<file path="src/rtl/dmem_arbiter.sv">
// Data-memory arbiter: the core load/store path has priority, and the external valid/ready
// port is forced through after MAX_CORE_RUN consecutive contended cycles won by the core.
module dmem_arbiter #(
  parameter int unsigned MAX_CORE_RUN = 4,
  parameter int unsigned AW           = 32,
  parameter int unsigned DW           = 32
) (
  input  logic          clk,
  input  logic          rst,

  input  logic          core_cs,
  input  logic          core_wr,
  input  logic [3:0]    core_mask,
  input  logic [AW-1:0] core_addr,
  input  logic [DW-1:0] core_wdata,
  output logic [DW-1:0] core_rdata,
  output logic          core_stall,

  input  logic          ext_valid,
  input  logic          ext_wr,
  input  logic [3:0]    ext_mask,
  input  logic [AW-1:0] ext_addr,
  input  logic [DW-1:0] ext_wdata,
  output logic          ext_ready,
  output logic [DW-1:0] ext_rdata,
  output logic          ext_rvalid,

  output logic          mem_cs,
  output logic          mem_wr,
  output logic [3:0]    mem_mask,
  output logic [AW-1:0] mem_addr,
  output logic [DW-1:0] mem_wdata,
  input  logic [DW-1:0] mem_rdata,

  output logic [31:0]   stall_cnt
);

  localparam logic [3:0] MAX_RUN = 4'(MAX_CORE_RUN);

  // Consecutive contended cycles the core has won; reaching MAX_RUN hands the next one to ext.
  logic [3:0] starve_cnt;
  logic       grant_ext;
  logic       grant_core;

  always_comb begin
    // NOTE: every always_comb output gets a default first, so no path can leave it
    // unassigned and infer a latch.
    grant_ext  = 1'b0;
    grant_core = 1'b0;
    if (!rst) begin
      grant_ext  = ext_valid && (!core_cs || starve_cnt == MAX_RUN);
      grant_core = core_cs && !grant_ext;
    end
  end

  assign ext_ready  = grant_ext;
  assign core_stall = core_cs && grant_ext;
  assign core_rdata = mem_rdata;

  // Idle cycles drive an all-zero request so the memory sees no stale address or data.
  always_comb begin
    mem_cs    = 1'b0;
    mem_wr    = 1'b0;
    mem_mask  = '0;
    mem_addr  = '0;
    mem_wdata = '0;
    if (grant_ext) begin
      mem_cs    = 1'b1;
      mem_wr    = ext_wr;
      mem_mask  = ext_mask;
      mem_addr  = ext_addr;
      mem_wdata = ext_wdata;
    end else if (grant_core) begin
      mem_cs    = 1'b1;
      mem_wr    = core_wr;
      mem_mask  = core_mask;
      mem_addr  = core_addr;
      mem_wdata = core_wdata;
    end
  end

  always_ff @(posedge clk) begin
    // NOTE: sequential state uses non-blocking assignments so every register samples the
    // pre-edge values, independent of statement order.
    if (rst) begin
      starve_cnt <= '0;
      ext_rdata  <= '0;
      ext_rvalid <= 1'b0;
      stall_cnt  <= '0;
    end else begin
      if (core_cs && ext_valid && grant_core)
        starve_cnt <= starve_cnt + 4'd1;
      else
        starve_cnt <= '0;

      ext_rvalid <= grant_ext && !ext_wr;
      if (grant_ext && !ext_wr)
        ext_rdata <= mem_rdata;

      if (core_stall && stall_cnt != '1)
        stall_cnt <= stall_cnt + 32'd1;
    end
  end

endmodule

</file>
<file path="config.mk">
export PLATFORM = sky130hd
export DESIGN_NAME = dmem_arbiter
export DESIGN_NICKNAME = d
export VERILOG_FILES = /design/src/rtl/dmem_arbiter.sv
export SDC_FILE = /design/constraint.sdc
export NUM_CORES = 1
export LEC_CHECK = 0
export CORE_AREA = 2 2 135 137
export CTS_BUF_LIST = sky130_fd_sc_hd__clkbuf_16
export DETAILED_ROUTE_END_ITERATION = 10
export DIE_AREA = 0 0 137 139
export PLACE_DENSITY = 0.64
export SLEW_MARGIN = 25
export SYNTH_ARGS = -nofsm -noshare
export SYNTH_HDL_FRONTEND = slang
export SYNTH_SLANG_ARGS = --single-unit
</file>
<file path="constraint.sdc">
create_clock -name clk -period 1.9 [get_ports clk]
set_clock_uncertainty 0.1 [all_clocks]
set_input_delay 0.38 -clock clk [delete_from_list [all_inputs] [get_ports clk]]
set_output_delay 0.38 -clock clk [all_outputs]
set_load 0.005 [all_outputs]
</file>
# Word-level counts from Yosys, hierarchy flattened
# Index checks and enable logic that the tools add are counted.
# classes
n_bitwise	1
n_eq_ne	2
addsub	2
reduce_logical	12
muxes	12
# ops
operator	count
$mux 32	4
$add 32x1->32 const B	1
$ne 32x32->1 const B	1
$mux 4	2
$logic_and 1x1->1	7
$mux 1	6
$add 4x1->4 const B	1
$eq 4x3->1 const B	1
$logic_not 1->1	3
$reduce_or 2->1	1
$logic_or 1x1->1	1
$not 1->1	1
# totals
out_inout_bits	169
input_bits	174
regBits	69
word_cells	33

# Longest topological paths before layout
# depth
ltp_word	9
mapped_depth	9
mapped_depth_nobuf	8

# Least setup slack after synthesis
# OpenSTA, ideal clock, no wires.
# synth_path
path_kind	register to output
startpoint	register starve_cnt[0]
endpoint	output port mem_addr[0]
arrival_time_ps	1537
stages_incl_launch_ff	7
path_slack_ps	-117
path_buffers	1
required_ps	1420
cell_sequence	dfxtp_1 -> inv_1 -> ha_1 -> and4b_1 -> nor2_1 -> clkbuf_1 -> a22o_1
# synth_between
elab_chain_len	8
elab_cells_between_ends	9
cone_classes	eq/ne: 1; mux: 4; reduce/logical: 4
# synth_lines
item	line_no	source
start, declared	41	logic [3:0] starve_cnt;
start signal, assigned	92	starve_cnt <= starve_cnt + 4'd1;
$eq 4x3->1 *	51	grant_ext = ext_valid && (!core_cs || starve_cnt == MAX_RUN);
$logic_or 1x1->1 *	51	
$logic_and 1x1->1 *	51	
$logic_not 1->1	52	grant_core = core_cs && !grant_ext;
$logic_and 1x1->1	52	
$mux 1	50	if (!rst) begin
$mux 32	73	end else if (grant_core) begin
$mux 32 *	67	if (grant_ext) begin
end, declared	31	output logic [AW-1:0] mem_addr,
# Mark *: on every way between the ends. The rest lies on a longest branch, timed or not.

# Final worst setup path
# layout_path
startpoint	register starve_cnt[1]
endpoint	output port mem_wdata[13]
# layout_between
elab_chain_len	8
elab_cells_between_ends	9
cone_classes	eq/ne: 1; mux: 4; reduce/logical: 4
# layout_lines
item	line_no	source
$eq 4x3->1 *	51	
$logic_or 1x1->1 *	51	
$logic_and 1x1->1 *	51	
$logic_not 1->1	52	
$logic_and 1x1->1	52	
$mux 1	50	
$mux 32	73	
$mux 32 *	67	
end, declared	32	output logic [DW-1:0] mem_wdata,
# Marked as above.

==> flow_summary_export.csv <==
group,metric,value,unit
worst_setup_path,endpoint_kind,"output pin",
synth,synthTopCellsByArea,"dfxtp_1, a22o_1, buf_4",
run_status,status,"finished with violations",
floorplan,core_area,0.01766,mm2
place,dp_slack,-0.9721,ns
synth,syn_avg_cell_area,8.214,um2
synth,yosys_warnings,0,
floorplan,die_x,137,um
worst_setup_path,slowest_stage,"dfxtp_2",
worst_setup_path,timing_worst_setup_path_type,"flop to output pin",
clocking,cts_buffers,9,
place,place_inst,1081,
final_layout,fin_nets,1105,
worst_setup_path,path_cells,"inv_2, ha_4, nand3b_1, a21oi_4, buf_12, buf_12, buf_6, buf_12, a22o_1, buf_2",
synth,synthesis.area,0.003943,mm2
clocking,cts_tree,"yes",
sta,fmax,0.4126,GHz
global_routing,grt_pass1_vias,5427,
clocking,clock_latency,0.34,ns
place,hpwl,15650,um
floorplan,core.rowCount,49,
sta,max_slew_margin,0.7664,
worst_setup_path,cp.required,1.42,ns
worst_setup_path,r2r_setup_slack,-0.31,ns
power,clockPowerShare,0.405,
sta,fin_ws,-0.5235,ns
power,irDropWorstVdd,0.3868,mV
worst_setup_path,crit_path_frequent_cell,"buf_12",
synth,ys_ff_latch,69,
power,p_int,0.003368,W
power,combPwrFrac,0.257,
synth,syn_inst,480,
floorplan,die_h,139,um
clocking,clk_root_buffer_cell,"clkbuf_16",
sta,setup_viol,130,
place,io_buffers,342,
worst_setup_path,start_kind,"flop",
final_layout,fin_cells,1162,
worst_setup_path,cp.arrival,1.94,ns
clocking,htreeDepth,3,
clocking,path_clk_slew,0.06,ns
synth,synth_top_area_share,0.3504,
synth,async_flop_share,0,
sta,tns,-39.85,ns
synth,synth_fp_nets,657,
synth,synth_top_area_cell,"dfxtp_1",
global_routing,grt-ovfl-total,0,
final_layout,areaGrowthSynthToFinish,145.7,%
drt,postRouteAntennaNets,0,
drt,drt_iter0_markers,236,
worst_setup_path,crit_family,"buffers and inverters",
floorplan,die_area,0.01904,mm2
global_routing,track_usage,0.2180,
drt,viasPerCell,4.680,
final_layout,diodes,0,
sta,final_hold_viol_count,0,
final_layout,drive_gt1_frac,0.3805,
synth,synth_edf_count,0,
drt,dr.pass1.iters,4,
synth,synthTopCellsByCount,"a22o_1, dfxtp_1, o21ai_0",
power,seq_power_share,0.337,
run_status,violations,"setup timing",
power,p_per_area,455.7,mW/mm2
drt,route.detailed.drc,0,
power,power_switching,0.001047,W
worst_setup_path,max_stage_delay,0.33,ns
drt,routedWlPerCell,18.82,um
sta,rsz0062_at_grt,"true",
worst_setup_path,path_max_fanout,7,
synth,ys_seq_area_frac,0.3504,
drt,routed-via-count,5438,
floorplan,io_pins,343,
global_routing,antenna_found_initial,0,
final_layout,utilization,0.5487,
global_routing,grt_max_degree,33,
power,p_leak,4.159,nW
worst_setup_path,path_buf_inv,6,
hold_path,holdCritPathClass,"flop to flop",
clocking,hold_buffers,0,
place,place.gp.congestion,0.8463,
sta,finalCritPeriodShare,1.276,
flow_run,drv_cap,0,
clocking,clock_path_buffers,2,
power,p_sw_frac,0.2372,
sta,worstMarginPinSlew,0.3504,ns
synth,synth.distinct_cells,43,
sta,drv_slew,0,
sta,fin_crit,2.423,ns
drt,wl,21870,um
global_routing,grt_pass1_wl,31370,um
floorplan,initial_core_util,0.2233,
sta,fin_hold_ws,0.3638,ns
synth,synthFlopType,"dfxtp_1",
clocking,cts.sinks,69,
==> final cells by class <==
cell class	instances	area (um2)
fillers	1605	7969
well taps	229	286.5
multi-input cells	301	2556
flip-flops and latches	69	1390
inverters	45	171.4
repair buffers	502	4967
clock inverters	7	91.34
clock buffers	9	225.2
==> timing repair <==
item	in CTS	in global routing
buffers inserted	44	17
pin swaps	38	83
gates resized for setup	443	95
gates cloned	13	6
setup endpoints to repair	137	144
==> flip-flops by register name (all words and copies together) (netlist names) <==
register    cells
ext_rdata      32
stall_cnt      32
starve_cnt      4
ext_rvalid      1
==> per-layer routing <==
layer,up-vias,part of all wire,track usage
li1,2647,-,-
met1,2574,0.39,0.2582
met2,195,0.53,0.3862
met3,22,0.068,0.05592
met4,0,0.017,0.05697
met5,-,0,0
==> kinds of logic (layout without fill, tap and decap cells) <==
group / count (synthesis) / in the layout / share of synthesized area
xor gates and xnor gates: 5 / 5 / 0.01111
adders and majority gates: 3 / 3 / 0.009522
AOI/OAI and AO/OA: 160 / 161 / 0.2891
and+or+nand+nor: 131 / 131 / 0.1974
DFF: 69 / 69 / 0.3504
muxes: 1 / 1 / 0.002856
buffers and inverters: 111 / 563 / 0.1396
==> final timing paths <==
path | start | end | cells after the start
setup / recovery | starve_cnt[1]$_SDFF_PP0_ | mem_wdata[13] | 10
hold / removal | ext_rdata[8]$_SDFFE_PP0P_ | ext_rdata[8]$_SDFFE_PP0P_ | 2
setup reg to reg | starve_cnt[1]$_SDFF_PP0_ | stall_cnt[4]$_SDFFE_PP0P_ | 12
hold reg to reg | ext_rdata[8]$_SDFFE_PP0P_ | ext_rdata[8]$_SDFFE_PP0P_ | 2
==> tightest hold or removal path, cell delays in order, from the launching register on <==
cell and delay [ns]:
dfxtp_1 0.31, nand3_2 0.06, o21ai_1 0.05
==> per-stage QoR <==
stage	power [W]	instance area (um2)
after floorplan	0.001773	3968
final	0.004415	9688
after global routing	0.004575	9688
after detailed placement	0.002542	8147
after global placement	0.002547	8147
after CTS	0.004463	9281
==> cell usage in the layout (no fill, tap or decap), types with 9 or more instances in the layout <==
cell type        count
buf_4               95
inv_1               41
clkdlybuf4s50_1    258
nand4_1             12
a21oi_2             12
dlymetal6s2s_1       9
clkbuf_16           13
nand2_1              9
a21oi_1             14
buf_6               52
o21ai_0              9
o21ai_1             34
or3_1               10
nand3_2             33
buf_2               54
dfxtp_1             64
buf_12              14
a22o_1              65
==> power by group through the flow <==
stage          clock, W  combinational [W]  sequential (W)
6_report        0.00179            0.00114         0.00149
3_5_place_dp          0            0.00102         0.00152
5_1_grt         0.00188            0.00120         0.00149
2_1_floorplan         0           0.000253         0.00152
4_1_cts         0.00184            0.00113         0.00149
3_3_place_gp          0            0.00103         0.00152
Note: power is estimated with default switching activity, not from simulation.
